**src/rtl/mac_tx_arbiter.sv**
```systemverilog
// rtl/mac_tx_arbiter.sv - packet-granular 2:1 ARP/IP arbiter feeding the MAC transmit stream
// Optional feature: define MAC_TX_ARB_RR_EN for round-robin tie-break (default: fixed ARP priority).
module mac_tx_arbiter #(
  parameter int P_DATA_W = 64,
  parameter int P_USER_W = 80,
  parameter int P_CNT_W  = 16
) (
  input  logic                  i_clk,
  input  logic                  i_rst,
  input  logic [P_DATA_W-1:0]   s_axis_arp_data,
  input  logic [P_USER_W-1:0]   s_axis_arp_user,
  input  logic [P_DATA_W/8-1:0] s_axis_arp_keep,
  input  logic                  s_axis_arp_last,
  input  logic                  s_axis_arp_valid,
  output logic                  s_axis_arp_ready,
  input  logic [P_DATA_W-1:0]   s_axis_ip_data,
  input  logic [P_USER_W-1:0]   s_axis_ip_user,
  input  logic [P_DATA_W/8-1:0] s_axis_ip_keep,
  input  logic                  s_axis_ip_last,
  input  logic                  s_axis_ip_valid,
  output logic                  s_axis_ip_ready,
  output logic [P_DATA_W-1:0]   m_axis_mac_data,
  output logic [P_USER_W-1:0]   m_axis_mac_user,
  output logic [P_DATA_W/8-1:0] m_axis_mac_keep,
  output logic                  m_axis_mac_last,
  output logic                  m_axis_mac_valid,
  input  logic                  m_axis_mac_ready,
  output logic [P_CNT_W-1:0]    o_arp_pkt_cnt,
  output logic [P_CNT_W-1:0]    o_ip_pkt_cnt,
  output logic                  o_busy
);

  typedef enum logic [1:0] {ST_IDLE, ST_ARP, ST_IP} state_t;

  state_t     state, state_nxt;
  logic [1:0] rst_pipe;
  logic       rst_n;
  logic       slot_free;
  logic       tie_arp;
  logic       arp_acc, ip_acc;

  // Reset asserts asynchronously everywhere but is released in step with i_clk.
  always_ff @(posedge i_clk or negedge i_rst) begin
    if (!i_rst) rst_pipe <= 2'b00;
    else        rst_pipe <= {rst_pipe[0], 1'b1};
  end
  assign rst_n = rst_pipe[1];

`ifdef MAC_TX_ARB_RR_EN
  logic last_grant_arp;

  always_ff @(posedge i_clk or negedge rst_n) begin
    if (!rst_n)
      last_grant_arp <= 1'b0;
    else if (state == ST_IDLE && state_nxt != ST_IDLE)
      last_grant_arp <= (state_nxt == ST_ARP);
  end
  assign tie_arp = !last_grant_arp;
`else
  assign tie_arp = 1'b1;
`endif

  assign slot_free = !m_axis_mac_valid || m_axis_mac_ready;

  always_ff @(posedge i_clk or negedge rst_n) begin
    if (!rst_n) state <= ST_IDLE;
    else        state <= state_nxt;
  end

  always_comb begin
    state_nxt        = state;
    s_axis_arp_ready = 1'b0;
    s_axis_ip_ready  = 1'b0;
    case (state)
      ST_IDLE: begin
        if (s_axis_arp_valid && s_axis_ip_valid) state_nxt = tie_arp ? ST_ARP : ST_IP;
        else if (s_axis_arp_valid)               state_nxt = ST_ARP;
        else if (s_axis_ip_valid)                state_nxt = ST_IP;
      end
      ST_ARP: begin
        s_axis_arp_ready = slot_free;
        if (s_axis_arp_valid && slot_free && s_axis_arp_last) state_nxt = ST_IDLE;
      end
      ST_IP: begin
        s_axis_ip_ready = slot_free;
        if (s_axis_ip_valid && slot_free && s_axis_ip_last) state_nxt = ST_IDLE;
      end
      default: state_nxt = ST_IDLE;
    endcase
  end

  assign arp_acc = s_axis_arp_valid && s_axis_arp_ready;
  assign ip_acc  = s_axis_ip_valid && s_axis_ip_ready;

  always_ff @(posedge i_clk or negedge rst_n) begin
    if (!rst_n) begin
      m_axis_mac_valid <= 1'b0;
      m_axis_mac_data  <= '0;
      m_axis_mac_user  <= '0;
      m_axis_mac_keep  <= '0;
      m_axis_mac_last  <= 1'b0;
    end else if (arp_acc) begin
      m_axis_mac_valid <= 1'b1;
      m_axis_mac_data  <= s_axis_arp_data;
      m_axis_mac_user  <= s_axis_arp_user;
      m_axis_mac_keep  <= s_axis_arp_keep;
      m_axis_mac_last  <= s_axis_arp_last;
    end else if (ip_acc) begin
      m_axis_mac_valid <= 1'b1;
      m_axis_mac_data  <= s_axis_ip_data;
      m_axis_mac_user  <= s_axis_ip_user;
      m_axis_mac_keep  <= s_axis_ip_keep;
      m_axis_mac_last  <= s_axis_ip_last;
    end else if (m_axis_mac_ready) begin
      m_axis_mac_valid <= 1'b0;
    end
  end

  // Counts on input acceptance of the last beat, not on the output handshake.
  always_ff @(posedge i_clk or negedge rst_n) begin
    if (!rst_n) begin
      o_arp_pkt_cnt <= '0;
      o_ip_pkt_cnt  <= '0;
    end else begin
      if (arp_acc && s_axis_arp_last) o_arp_pkt_cnt <= o_arp_pkt_cnt + P_CNT_W'(1);
      if (ip_acc && s_axis_ip_last)   o_ip_pkt_cnt  <= o_ip_pkt_cnt + P_CNT_W'(1);
    end
  end

  assign o_busy = (state != ST_IDLE) || m_axis_mac_valid;

endmodule

```
**config.mk**
```make
export PLATFORM = sky130hd
export DESIGN_NAME = mac_tx_arbiter
export DESIGN_NICKNAME = d
export VERILOG_FILES = /design/src/rtl/mac_tx_arbiter.sv
export SDC_FILE = /design/constraint.sdc
export NUM_CORES = 1
export LEC_CHECK = 0
export BUFFER_PORTS_ARGS = -buffer_cell sky130_fd_sc_hd__buf_2
export CORE_AREA = 5 5 191 193
export DETAILED_ROUTE_END_ITERATION = 8
export DIE_AREA = 0 0 196 198
export GPL_TIMING_DRIVEN = 0
export HOLD_SLACK_MARGIN = 0.15
export PLACE_DENSITY = 0.48
export SLEW_MARGIN = 20
export SYNTH_ARGS = -nofsm -noshare
export SYNTH_HDL_FRONTEND = slang
export SYNTH_SLANG_ARGS = --single-unit
```
**constraint.sdc**
```tcl
create_clock -name i_clk -period 7.2 [get_ports i_clk]
set_input_delay 0.72 -clock i_clk [delete_from_list [all_inputs] [get_ports i_clk]]
set_output_delay 0.72 -clock i_clk [all_outputs]
set_load 0.05 [all_outputs]
```
=== Word-level counts from Yosys, hierarchy flattened ===
Index checks and enable logic that the tools add are counted.

* Flip-flop bits (word level): 190
* Input bits: 311

* Add/subtract/negate cells: 2
* Eq/ne operators: 5
* Mux-type cells: 19
* Reductions and logical operators: 17

{| class="wikitable"
|+ Operators with widths
! cell !! number
|-
| 80-bit two-way mux || 2
|-
| 64-bit two-way mux || 2
|-
| 16-bit by 1-bit adder with 16-bit output, second input constant || 2
|-
| 8-bit two-way mux || 2
|-
| 2-bit two-way mux || 5
|-
| 1-bit logical AND || 9
|-
| 1-bit two-way mux || 7
|-
| 2-bit case mux with 3 select lines || 1
|-
| 2-bit inequality test, second input constant || 2
|-
| 4-bit inequality test, second input constant || 1
|-
| 2-bit nonzero test || 2
|-
| 3-bit AND reduction || 1
|-
| 3-bit nonzero test || 1
|-
| 2-bit by 1-bit equality test with 1-bit output, second input constant || 1
|-
| 2-bit equality test, second input constant || 1
|-
| 2-bit zero test || 1
|-
| 1-bit logical OR || 2
|-
| 1-bit zero test || 1
|}

=== Longest topological paths before layout ===
Gate-level depths: netlist of the first run.

* Depth in word-level cells: 6
* Depth in mapped cells: 8
* Mapped depth without buffers: 5

=== Worst setup path before layout of the first run ===
OpenSTA, ideal clock, no wires.

* Path type: flip-flop to output port
* From: register m_axis_mac_valid
* To: output s_axis_ip_ready
* Data arrival time: 1.489 ns
* Required time: 6.480 ns
* Path slack: 4.991 ns
* Stages on the path, launching flop included: 3
* Cell sequence: dfrtp_1 > nor2b_1 > nor2_1

* Cells in the longest elaborated chain, start to end: 3

{| class="wikitable"
|+ RTL lines
! element !! RTL line !! text
|-
| from (decl) || 26 || <nowiki>output logic m_axis_mac_valid,</nowiki>
|-
| from (signal assigned) || 97 || <nowiki>m_axis_mac_valid <= 1'b0;</nowiki>
|-
| from (signal assigned) || 103 || <nowiki>m_axis_mac_valid <= 1'b1;</nowiki>
|-
| from (signal assigned) || 109 || <nowiki>m_axis_mac_valid <= 1'b1;</nowiki>
|-
| 1-bit zero test || 63 || <nowiki>assign slot_free = !m_axis_mac_valid || m_axis_mac_ready;</nowiki>
|-
| 1-bit logical OR || 63 ||
|-
| 1-bit two-way mux || 74 || <nowiki>case (state)</nowiki>
|-
| to (decl) || 21 || <nowiki>output logic s_axis_ip_ready,</nowiki>
|}

Every way passes these cells.

=== Worst setup path after layout of the first run ===
* From: register state[1]
* To: output s_axis_arp_ready

* Cells in the longest elaborated chain, start to end: 2

{| class="wikitable"
|+ RTL lines
! element !! RTL line !! text
|-
| from (decl) || 35 || <nowiki>state_t state, state_nxt;</nowiki>
|-
| from (signal assigned) || 67 || <nowiki>else state <= state_nxt;</nowiki>
|-
| 2-bit by 1-bit equality test with 1-bit output || 74 ||
|-
| 1-bit two-way mux || 74 ||
|-
| to (decl) || 15 || <nowiki>output logic s_axis_arp_ready,</nowiki>
|}

Every way passes these cells.

==> results.sh, run 1 <==
export IMPL_tns_ns=0
export IMPL_die_w_um=196
export IMPL_fill_cells=3747
export IMPL_drc_errors=0
export IMPL_post_cts_buffers=0
export IMPL_hold_viol=0
export IMPL_viasPerCell=4.65
export IMPL_cp_max_fo=7
export IMPL_numCtsBuffers=17
export IMPL_placed_cells=1946
export IMPL_firstDrtPassIters=5
export IMPL_first_global_vias=9577
export IMPL_initial_core_util_pct=24.9
export IMPL_multi_input_area_um2=3470
export IMPL_holdWs_ns=0.351
export IMPL_dpl_cell_area_um2=11700
export IMPL_finalCritPeriodShare_pct=32.6
export IMPL_clk_pin_slew_ns=0.07
export IMPL_hpwl_mm=30.3
export IMPL_io_pins=500
export IMPL_dieArea_um2=38800
export IMPL_cp_top_family="simple AND/OR/NAND/NOR gates"
export IMPL_final_area_um2=12300
export IMPL_hold_class="reg2async"
export IMPL_cp_data_required_time_ns=6.48
export IMPL_postRouteAntennaNets=0
export IMPL_maxCapViolCount=0
export IMPL_antenna_found_initial=6
export IMPL_crit_slowest_cell="dfrtp_1"
export IMPL_place_congestion=0.909
export IMPL_clock_sinks=190
export IMPL_insertion_delay_ns=0.45
export IMPL_cts_root_buf="clkbuf_16"
export IMPL_relSlewSlack_pct=46.4
export IMPL_dp_slack_ns=4.54
export IMPL_grt_max_degree=52
export IMPL_worst_setup_path_start_kind="flop"
export IMPL_die_h_um=198
export IMPL_final_setup_worst_slack_ns=4.86
export IMPL_vias=9232
export IMPL_arrival_ns=1.62
export IMPL_synth_cell_types=31
export IMPL_ff_latch_area_um2=4760
export IMPL_areaGrowthSynthToFinish_pct=44.2
export IMPL_cts_repair_resized=0
export IMPL_worst_path_largest_cell_delay_ns=0.44
export IMPL_fin_skew_ns=0.00840
export IMPL_power_density_nw_per_um2=497
export IMPL_wire_per_inst_um=19.6
export IMPL_postSynthCellCount=988
export IMPL_final_min_clock_period_ns=2.34
export IMPL_rows=68
export IMPL_critPathBufInv=1
export IMPL_grt_setup_unrepaired="no"
export IMPL_grt_first_pass_wirelength_mm=58.1
export IMPL_track_usage_pct=19.4
export IMPL_crit_chain="and2b_1 -> and2_1 -> buf_2"
export IMPL_status="completed"
export IMPL_synth_seq_area_share_pct=55.6
export IMPL_worstMarginPinSlew_ns=0.804
export IMPL_synthesis_nets=1301
export IMPL_hold_buffers=2
export IMPL_clock_fmax_ghz=0.427
export IMPL_routed_wl_mm=38.9
export IMPL_final_nets=1825
export IMPL_drive_gt1_share_pct=38.5
export IMPL_avgSynthCellArea_um2=8.65
export IMPL_yosysWarnings=0
export IMPL_drt_iter0_markers=323
export IMPL_syn_area_um2=8550
export IMPL_fp_coreArea_um2=34400
export IMPL_power_leakage_nw=6.41
export IMPL_setup_viol_count_final=0
export IMPL_overflow=0
export IMPL_final_cell_count_no_fill=1984
export IMPL_h_tree_depth=4
export IMPL_ys_ff_latch=190
export IMPL_final_max_slew_violation_count=0
export IMPL_cts_tree="done"
export IMPL_ir_drop_mv=0.275
export IMPL_cts_buffer_depth=2
export IMPL_port_buffers=499
export IMPL_crit_path_end_kind="primary output"
export IMPL_critPathKind="reg2out"
[worst paths after layout]
path	start	to	slack, ns	depth (start not counted)
setup / recovery	state[1]$_DFFE_PN0P_	s_axis_arp_ready	4.86	3
hold / removal	rst_pipe[1]$_DFF_PN0_	o_ip_pkt_cnt[1]$_DFFE_PN0P_	0.35	1
setup reg to reg	state[1]$_DFFE_PN0P_	m_axis_mac_data[43]$_DFFE_PN0P_	5.04	6
hold reg to reg	rst_pipe[1]$_DFF_PN0_	o_ip_pkt_cnt[1]$_DFFE_PN0P_	0.35	1
max in group asynchronous	rst_pipe[1]$_DFF_PN0_	m_axis_mac_user[42]$_DFFE_PN0P_	6.27	2
min in group i_clk	rst_pipe[0]$_DFF_PN0_	rst_pipe[1]$_DFF_PN0_	0.36	0
[report_power, final]
| part | total, W | switching [W] | internal, W | leakage [nW] |
|---|---|---|---|---|
| combinational | 0.00340 | 0.00262 | 0.000776 | 3.95 |
| sequential | 0.00179 | 0.000266 | 0.00152 | 2.19 |
| clock | 0.000941 | 0.000462 | 0.000479 | 0.269 |
| total | 0.00613 | 0.00335 | 0.00278 | 6.41 |
[stage by stage]
stage | util (%) | total power (W)
final | 35.9 | 0.00613
after global routing | 35.9 | 0.00650
after global placement | 33.8 | 0.00520
after CTS | 35.8 | 0.00621
after floorplan | - | 0.00422
after detailed placement | 34.1 | 0.00524
[sequential cells by signal (all words and copies together) (netlist names)]
register	flops
m_axis_mac_data	64
m_axis_mac_valid	1
m_axis_mac_keep	8
m_axis_mac_user	80
o_arp_pkt_cnt	16
state	2
rst_pipe	2
m_axis_mac_last	1
o_ip_pkt_cnt	16
[worst register-to-register path, cell delays in order (launching register included)]
cell	delay (ns)
dfrtp_1	0.44
and2b_1	0.30
and3_1	0.18
buf_2	0.30
clkbuf_1	0.53
a21oi_1	0.17
a21oi_1	0.18
[cells by family (layout without fill, tap and decap cells)]
logic type,after synthesis,in the layout,synth area share (%)
AND/OR/NAND/NOR,382,382,18.7
AO/OA/AOI/OAI,309,309,18.1
flip-flops,190,190,55.6
buffers and inverters,72,609,3.82
XOR/XNOR,30,30,3.07
adder cells (fa/ha/maj),2,2,0.293
multiplexers,2,2,0.263
other,1,5,0.0439
[cell type report]
type	count	area share, %
Timing Repair Buffer	505	21.3
Antenna cell	4	0.0812
Clock inverter	12	0.852
Tap cell	455	4.62
Inverter	1	0.0304
Multi-Input combinational cell	726	28.1
Buffer	71	2.62
Clock buffer	20	3.78
Sequential cell	190	38.6
[metal layers]
layer | share of wire, % | GRT usage [%] | vias to the layer above
li1 | - | - | 4367
met1 | 40 | 22.9 | 4452
met2 | 49 | 32.5 | 367
met3 | 9.3 | 7.13 | 42
met4 | 2.5 | 6.90 | 4
met5 | 0.067 | 0 | -
[cells in the mapped netlist]
library cell	number	area, µm²
a21oi_1	307	1540
a311oi_1	1	8.76
and2_1	3	18.8
and2b_1	2	15.0
and3_1	9	56.3
and4_1	2	17.5
buf_1	4	15.0
buf_2	42	210
buf_4	1	7.51
clkbuf_1	24	90.1
conb_1	1	3.75
dfrtp_1	190	4750
ha_1	2	25.0
inv_1	1	3.75
mux2_2	2	22.5
nand2_1	162	608
nand2b_1	2	12.5
nand3_1	15	75.1
nand4_1	12	75.1
nor2_1	160	601
nor2b_1	2	12.5
nor3_1	3	15.0
nor3_2	2	20.0
nor3b_2	2	25.0
nor4_1	3	18.8
nor4b_2	1	15.0
o21ai_0	1	5.00
or3_1	1	6.26
or4_4	1	11.3
xnor2_1	16	140
xor2_1	14	123
[cell usage in the layout (no fill, tap or decap), drive strengths merged, types with 3 or more instances in the layout]
cell type	count
inv	5
nand2	162
xnor2	16
clkinv	4
nand3	15
xor2	14
clkbuf	44
and2	3
nor4	3
and3	9
buf	550
a21oi	307
nor3	5
dfrtp	190
diode	4
nand4	12
clkinvlp	4
nor2	160
(Power assumes the default switching activity.)
==> run 2, diff against run 1 <==
- PLACE_DENSITY: 0.48 -> 0.49
- clock period: 7.2 -> 1.9 ns (I/O delays scaled with it)
==> run 2 against run 1 <==
Clock skew grew 0.0030 ns. Worst setup slack got worse by 4.8 ns. Total power grew to 4.0 times the previous value. Die area is the same. Routed wire length grew 7.9%. Critical path type is now reg2reg. Final area rose by 27%. Critical path depth is 4 higher. First-iteration DRC count grew 65%.
==> results.sh, run 2 (synthesis gave the netlist of run 1 again) <==
export IMPL_p_int_w=0.0115
export IMPL_timing_rr_end="m_axis_mac_user[26]$_DFFE_PN0P_"
export IMPL_power_leakage_nw=7.85
export IMPL_fp_coreArea_um2=34400
export IMPL_largestRegisters="m_axis_mac_user: 80 flops, m_axis_mac_data: 64 flops"
export IMPL_arrival_ns=2.15
export IMPL_track_usage_pct=21.1
export IMPL_antenna_found_initial=2
export IMPL_dieArea_um2=38800
export IMPL_final_min_clock_period_ns=1.81
export IMPL_place_congestion=0.935
export IMPL_final_nets=2133
export IMPL_mostFrequentLayoutCells="buf_2, dlygate4sd3_1, a21oi_1"
export IMPL_dp_slack_ns=-0.269
export IMPL_firstDrtPassIters=5
export IMPL_p_sw_w=0.0129
export IMPL_ir_drop_mv=1.03
export IMPL_status="completed"
export IMPL_worst_path_largest_cell_delay_ns=0.42
export IMPL_fin_skew_ns=0.0114
export IMPL_fill_cells=3300
export IMPL_drt_iter0_markers=532
export IMPL_largest_register_ffs=80
export IMPL_setup_viol_count_final=0
export IMPL_top_register="m_axis_mac_user"
export IMPL_r2r_setup_slack_ns=0.09
export IMPL_cp_top_family="buffers and inverters"
export IMPL_critPathBufInv=3
export IMPL_finalCritPeriodShare_pct=95.0
export IMPL_hold_class="reg2async"
export IMPL_hpwl_mm=30.2
export IMPL_numCtsBuffers=17
export IMPL_final_setup_worst_slack_ns=0.0942
export IMPL_io_pins=500
export IMPL_maxCapViolCount=0
export IMPL_crit_path_end_kind="flop"
export IMPL_routed_wl_mm=42.0
export IMPL_crit_slowest_cell="clkbuf_1"
export IMPL_tns_ns=0
export IMPL_wire_per_inst_um=18.3
export IMPL_die_h_um=198
export IMPL_initial_core_util_pct=24.9
export IMPL_r2r_start="m_axis_mac_valid$_DFFE_PN0P_"
export IMPL_comb_power_share_pct=55.8
export IMPL_critPathKind="reg2reg"
export IMPL_worst_setup_path_start_kind="flop"
export IMPL_drc_errors=0
export IMPL_clk_pin_slew_ns=0.07
export IMPL_viasPerCell=4.59
export IMPL_post_cts_buffers=0
export IMPL_cp_max_fo=10
export IMPL_cts_buffer_depth=2
export IMPL_cts_tree="done"
export IMPL_areaGrowthSynthToFinish_pct=82.6
export IMPL_overflow=0
export IMPL_h_tree_depth=4
export IMPL_first_global_vias=11300
export IMPL_die_w_um=196
export IMPL_clock_power_share_pct=16.4
export IMPL_grt_first_pass_wirelength_mm=64.5
export IMPL_rows=68
export IMPL_final_max_slew_violation_count=0
export IMPL_port_buffers=499
export IMPL_cp_data_required_time_ns=2.25
export IMPL_vias=10500
export IMPL_grt_max_degree=50
export IMPL_worstMarginPinSlew_ns=0.640
export IMPL_postRouteAntennaNets=0
export IMPL_drive_gt1_share_pct=33.3
export IMPL_post_route_util_pct=45.4
export IMPL_hold_viol=0
export IMPL_insertion_delay_ns=0.45
export IMPL_rr_worst_depth=7
export IMPL_clock_fmax_ghz=0.554
export IMPL_swShare_pct=52.7
export IMPL_power_w=0.0244
export IMPL_pwr_share_seq_pct=27.8
export IMPL_crit_chain="nand2b_1 -> clkbuf_4 -> nand3_1 -> buf_4 -> clkbuf_1 -> nand2_1 -> a21oi_1"
export IMPL_power_density_nw_per_um2=1560
export IMPL_clock_sinks=190
export IMPL_relSlewSlack_pct=57.1
export IMPL_grt_setup_unrepaired="yes"
export IMPL_cts_root_buf="clkbuf_16"
export IMPL_final_common_cell="buf_2"
-- run 2: cell count changes in the layout (fill, tap and decap cells not counted), moves of 4 or more --
cell           before  now
buf_6               0    4
clkinv_2            0    5
buf_2             541  524
clkbuf_1           24    5
clkinvlp_4          4    0
clkinv_4            4    0
dlygate4sd3_1       2  310
clkbuf_2            0   12
clkbuf_4            0   10
buf_4               1   12
bufinv_16           0    4
-- run 2: cell type report --
| type | count | area, µm² | share of cell area (%) |
|---|---|---|---|
| Buffer | 71 | 442 | 2.83 |
| Clock buffer | 19 | 453 | 2.90 |
| Inverter | 1 | 3.75 | 0.0241 |
| Timing Repair Buffer | 813 | 5700 | 36.5 |
| Clock inverter | 13 | 183 | 1.17 |
| Antenna cell | 4 | 10.0 | 0.0641 |
| Multi-Input combinational cell | 726 | 3480 | 22.3 |
| Sequential cell | 190 | 4760 | 30.5 |
| Tap cell | 455 | 569 | 3.65 |
-- run 2: repair_timing --
action                     CTS  global route
hold endpoints to repair   160             0
hold buffers               310             0
gates resized for setup     32            42
setup endpoints to repair  157           149
-- run 2: per-layer routing --
metal	wire length [µm]	share of wire, %	global-route usage, %	vias up
li1	-	-	-	4997
met1	16600	40	25.0	4985
met2	21000	50	37.2	478
met3	3430	8.2	6.24	59
met4	919	2.2	6.21	0
met5	0	0	0	-
-- run 2: worst max path at each step --
stage,depth (start not counted),endpoint,slack [ns],from
global route,7,m_axis_mac_user[26]$_DFFE_PN0P_,-0.04,m_axis_mac_valid$_DFFE_PN0P_
finish,7,m_axis_mac_user[26]$_DFFE_PN0P_,0.09,m_axis_mac_valid$_DFFE_PN0P_
CTS,7,m_axis_mac_user[7]$_DFFE_PN0P_,-0.005,m_axis_mac_valid$_DFFE_PN0P_
floorplan,0,m_axis_mac_data[0]$_DFFE_PN0P_,-0.05,rst_pipe[1]$_DFF_PN0_
detailed placement,6,m_axis_mac_data[40]$_DFFE_PN0P_,-0.27,state[1]$_DFFE_PN0P_
global placement,0,m_axis_mac_user[39]$_DFFE_PN0P_,-1.02,rst_pipe[1]$_DFF_PN0_
-- run 2: power by group through the flow --
| stage | Combinational, W | Clock (W) | Sequential (W) |
|---|---|---|---|
| 2_1_floorplan | 0.00327 | 0 | 0.0127 |
| 3_5_place_dp | 0.0130 | 0 | 0.00682 |
| 5_1_grt | 0.0145 | 0.00427 | 0.00702 |
| 6_report | 0.0136 | 0.00400 | 0.00679 |
| 3_3_place_gp | 0.0129 | 0 | 0.00685 |
| 4_1_cts | 0.0136 | 0.00412 | 0.00677 |
-- run 2: stage by stage --
stage | cell area [µm²] | hold slack (ns) | std cells
final | 15600 | 0.240 | 2292
after global routing | 15600 | 0.265 | 2290
after CTS | 15500 | 0.219 | 2288
after detailed placement | 11700 | -0.0235 | 1946
after global placement | 11600 | -0.0240 | 1942
after floorplan | 8550 | -0.106 | 988
-- run 2: worst register-to-register path: stages, from the launching register on --
cell and delay [ns]:
dfrtp_1 0.40, nand2b_1 0.08, clkbuf_4 0.18, nand3_1 0.09, buf_4 0.21, clkbuf_1 0.43
nand2_1 0.11, a21oi_1 0.20
==> run 3, diff against run 2 <==
- PLACE_DENSITY: 0.49 -> 0.48
- clock period: 1.9 -> 1.8 ns (I/O delays scaled with it)
==> run 3 against run 2 <==
Via count down 0.67%. Cell count rose by 0.26%. Register-to-register slack about the same. Sequential power grew 5.3%. Total power rose by 5.1%. Sequential share of layout area shrank 0.26 points. Largest power group unchanged. Highest routed layer unchanged.
==> results.sh, run 3 (synthesis gave the netlist of run 1 again) <==
export IMPL_status="completed"
export IMPL_cp_max_fo=7
export IMPL_dieArea_um2=38800
export IMPL_relSlewSlack_pct=60.3
export IMPL_post_route_util_pct=45.8
export IMPL_firstDrtPassIters=5
export IMPL_fin_skew_ns=0.0121
export IMPL_worst_path_largest_cell_delay_ns=0.44
export IMPL_drive_gt1_share_pct=33.9
export IMPL_power_leakage_nw=7.89
export IMPL_maxCapViolCount=0
export IMPL_fill_cells=3299
export IMPL_final_nets=2138
export IMPL_hpwl_mm=30.3
export IMPL_first_global_vias=11200
export IMPL_numCtsBuffers=17
export IMPL_cp_data_required_time_ns=1.62
export IMPL_worstMarginPinSlew_ns=0.592
export IMPL_clock_fmax_ghz=0.585
export IMPL_hold_class="in2reg"
export IMPL_cp_top_family="simple AND/OR/NAND/NOR gates"
export IMPL_clock_sinks=190
export IMPL_grt_setup_unrepaired="yes"
export IMPL_arrival_ns=1.53
export IMPL_place_congestion=0.940
export IMPL_final_max_slew_violation_count=0
export IMPL_initial_core_util_pct=24.9
export IMPL_routed_wl_mm=42.5
export IMPL_comb_power_share_pct=56.7
export IMPL_drc_errors=0
export IMPL_insertion_delay_ns=0.46
export IMPL_antenna_found_initial=2
export IMPL_final_min_clock_period_ns=1.71
export IMPL_vias=10400
export IMPL_crit_slowest_cell="dfrtp_2"
export IMPL_die_w_um=196
export IMPL_cts_root_buf="clkbuf_16"
export IMPL_top_register="m_axis_mac_user"
export IMPL_swShare_pct=53.0
export IMPL_grt_first_pass_wirelength_mm=63.6
export IMPL_rows=68
export IMPL_power_density_nw_per_um2=1630
export IMPL_multi_input_area_um2=3510
export IMPL_mostFrequentLayoutCells="buf_2, dlygate4sd3_1, a21oi_1"
export IMPL_overflow=0
export IMPL_cts_buffer_depth=2
export IMPL_critPathKind="reg2out"
export IMPL_areaGrowthSynthToFinish_pct=84.3
export IMPL_largestRegisters="m_axis_mac_user: 80 flops, m_axis_mac_data: 64 flops"
export IMPL_setup_viol_count_final=0
export IMPL_crit_path_end_kind="primary output"
export IMPL_crit_chain="and2b_2 -> and2_1 -> buf_4"
export IMPL_worst_setup_path_start_kind="flop"
export IMPL_finalCritPeriodShare_pct=95.0
export IMPL_wire_per_inst_um=18.5
export IMPL_p_sw_w=0.0136
export IMPL_final_cell_count_no_fill=2298
export IMPL_ir_drop_mv=1.32
export IMPL_port_buffers=499
export IMPL_track_usage_pct=21.0
export IMPL_hold_viol=0
export IMPL_final_common_cell="buf_2"
export IMPL_pwr_share_seq_pct=27.9
export IMPL_ff_latch_area_um2=4760
export IMPL_h_tree_depth=4
export IMPL_clock_power_share_pct=15.4
export IMPL_clk_pin_slew_ns=0.08
export IMPL_power_w=0.0256
export IMPL_critPathBufInv=1
export IMPL_io_pins=500
export IMPL_largest_register_ffs=80
export IMPL_cts_tree="done"
export IMPL_grt_max_degree=46
export IMPL_placed_cells=1946
export IMPL_drt_iter0_markers=411
export IMPL_fp_coreArea_um2=34400
export IMPL_postRouteAntennaNets=0
export IMPL_p_int_w=0.0121
export IMPL_die_h_um=198
export IMPL_viasPerCell=4.55
## run 3: cell types whose count changed in the layout (fill, tap and decap cells not counted), sizes merged
cell / delta
clkinv: -3
buf: +6
diode: +2
inv: -2
clkbuf: +3
bufinv: -2
clkinvlp: +2
## run 3: per-stage QoR
step                      setup TNS, ns  cell area [µm²]  hold WS, ns  setup slack (ns)
after floorplan                  -28.60             8550       -0.116            -0.147
after global placement          -233.69            11600      -0.0335             -1.11
after detailed placement         -31.37            11700      -0.0307            -0.328
after CTS                      -0.00860            15600        0.207          -0.00516
after global routing                  0            15700        0.241          0.000384
final                                 0            15800        0.228            0.0892
## run 3: worst register-to-register path, stage by stage (launching register included)
cell and delay (ns):
dfrtp_1 0.41, nand2b_1 0.07, buf_4 0.17, and3_4 0.20, clkbuf_16 0.17, clkbuf_16 0.17
buf_6 0.15, a21oi_1 0.17, a21oi_1 0.09
## run 3: power groups by stage
stage               sequential (W)  clock, W  combinational, W
floorplan                   0.0134         0           0.00345
global placement           0.00722         0            0.0136
detailed placement         0.00717         0            0.0138
CTS                        0.00713   0.00403            0.0144
global route               0.00737   0.00422            0.0155
finish                     0.00715   0.00394            0.0145
## run 3: routing by layer
layer | vias up | share of wire [%] | GRT usage, %
met5 | - | 0 | 0
met4 | 0 | 3.3 | 7.84
met3 | 77 | 7.0 | 5.96
met2 | 430 | 49 | 36.5
met1 | 4937 | 40 | 24.8
li1 | 5005 | - | -
## run 3: cell type report
type / instances / area share (%)
Antenna cell: 6 / 0.0953
Buffer: 71 / 3.37
Clock buffer: 23 / 3.03
Clock inverter: 8 / 0.675
Inverter: 1 / 0.0238
Multi-Input combinational cell: 726 / 22.3
Sequential cell: 190 / 30.2
Tap cell: 455 / 3.61
Timing Repair Buffer: 818 / 36.7
## run 3: what timing repair did
| action | 4_1_cts | 5_1_grt |
|---|---|---|
| endpoints found under the hold margin | 161 | 0 |
| setup buffers | 0 | 3 |
| pin swaps | 0 | 5 |
| hold buffers | 310 | 0 |
| resized for setup | 62 | 61 |
| cloned | 0 | 2 |
| endpoints found under the setup margin | 160 | 159 |
## run 3: worst paths after layout
check	from	end	slack (ns)	depth (start not counted)
min in group asynchronous	rst_pipe[1]$_DFF_PN0_	o_ip_pkt_cnt[3]$_DFFE_PN0P_	0.32	0
setup reg to reg	m_axis_mac_valid$_DFFE_PN0P_	m_axis_mac_user[75]$_DFFE_PN0P_	0.10	8
max in group asynchronous	rst_pipe[1]$_DFF_PN0_	m_axis_mac_data[26]$_DFFE_PN0P_	0.59	2
setup / recovery	state[1]$_DFFE_PN0P_	s_axis_arp_ready	0.09	3
hold / removal	s_axis_ip_last	o_ip_pkt_cnt[11]$_DFFE_PN0P_	0.23	5
hold reg to reg	rst_pipe[1]$_DFF_PN0_	o_ip_pkt_cnt[3]$_DFFE_PN0P_	0.32	0
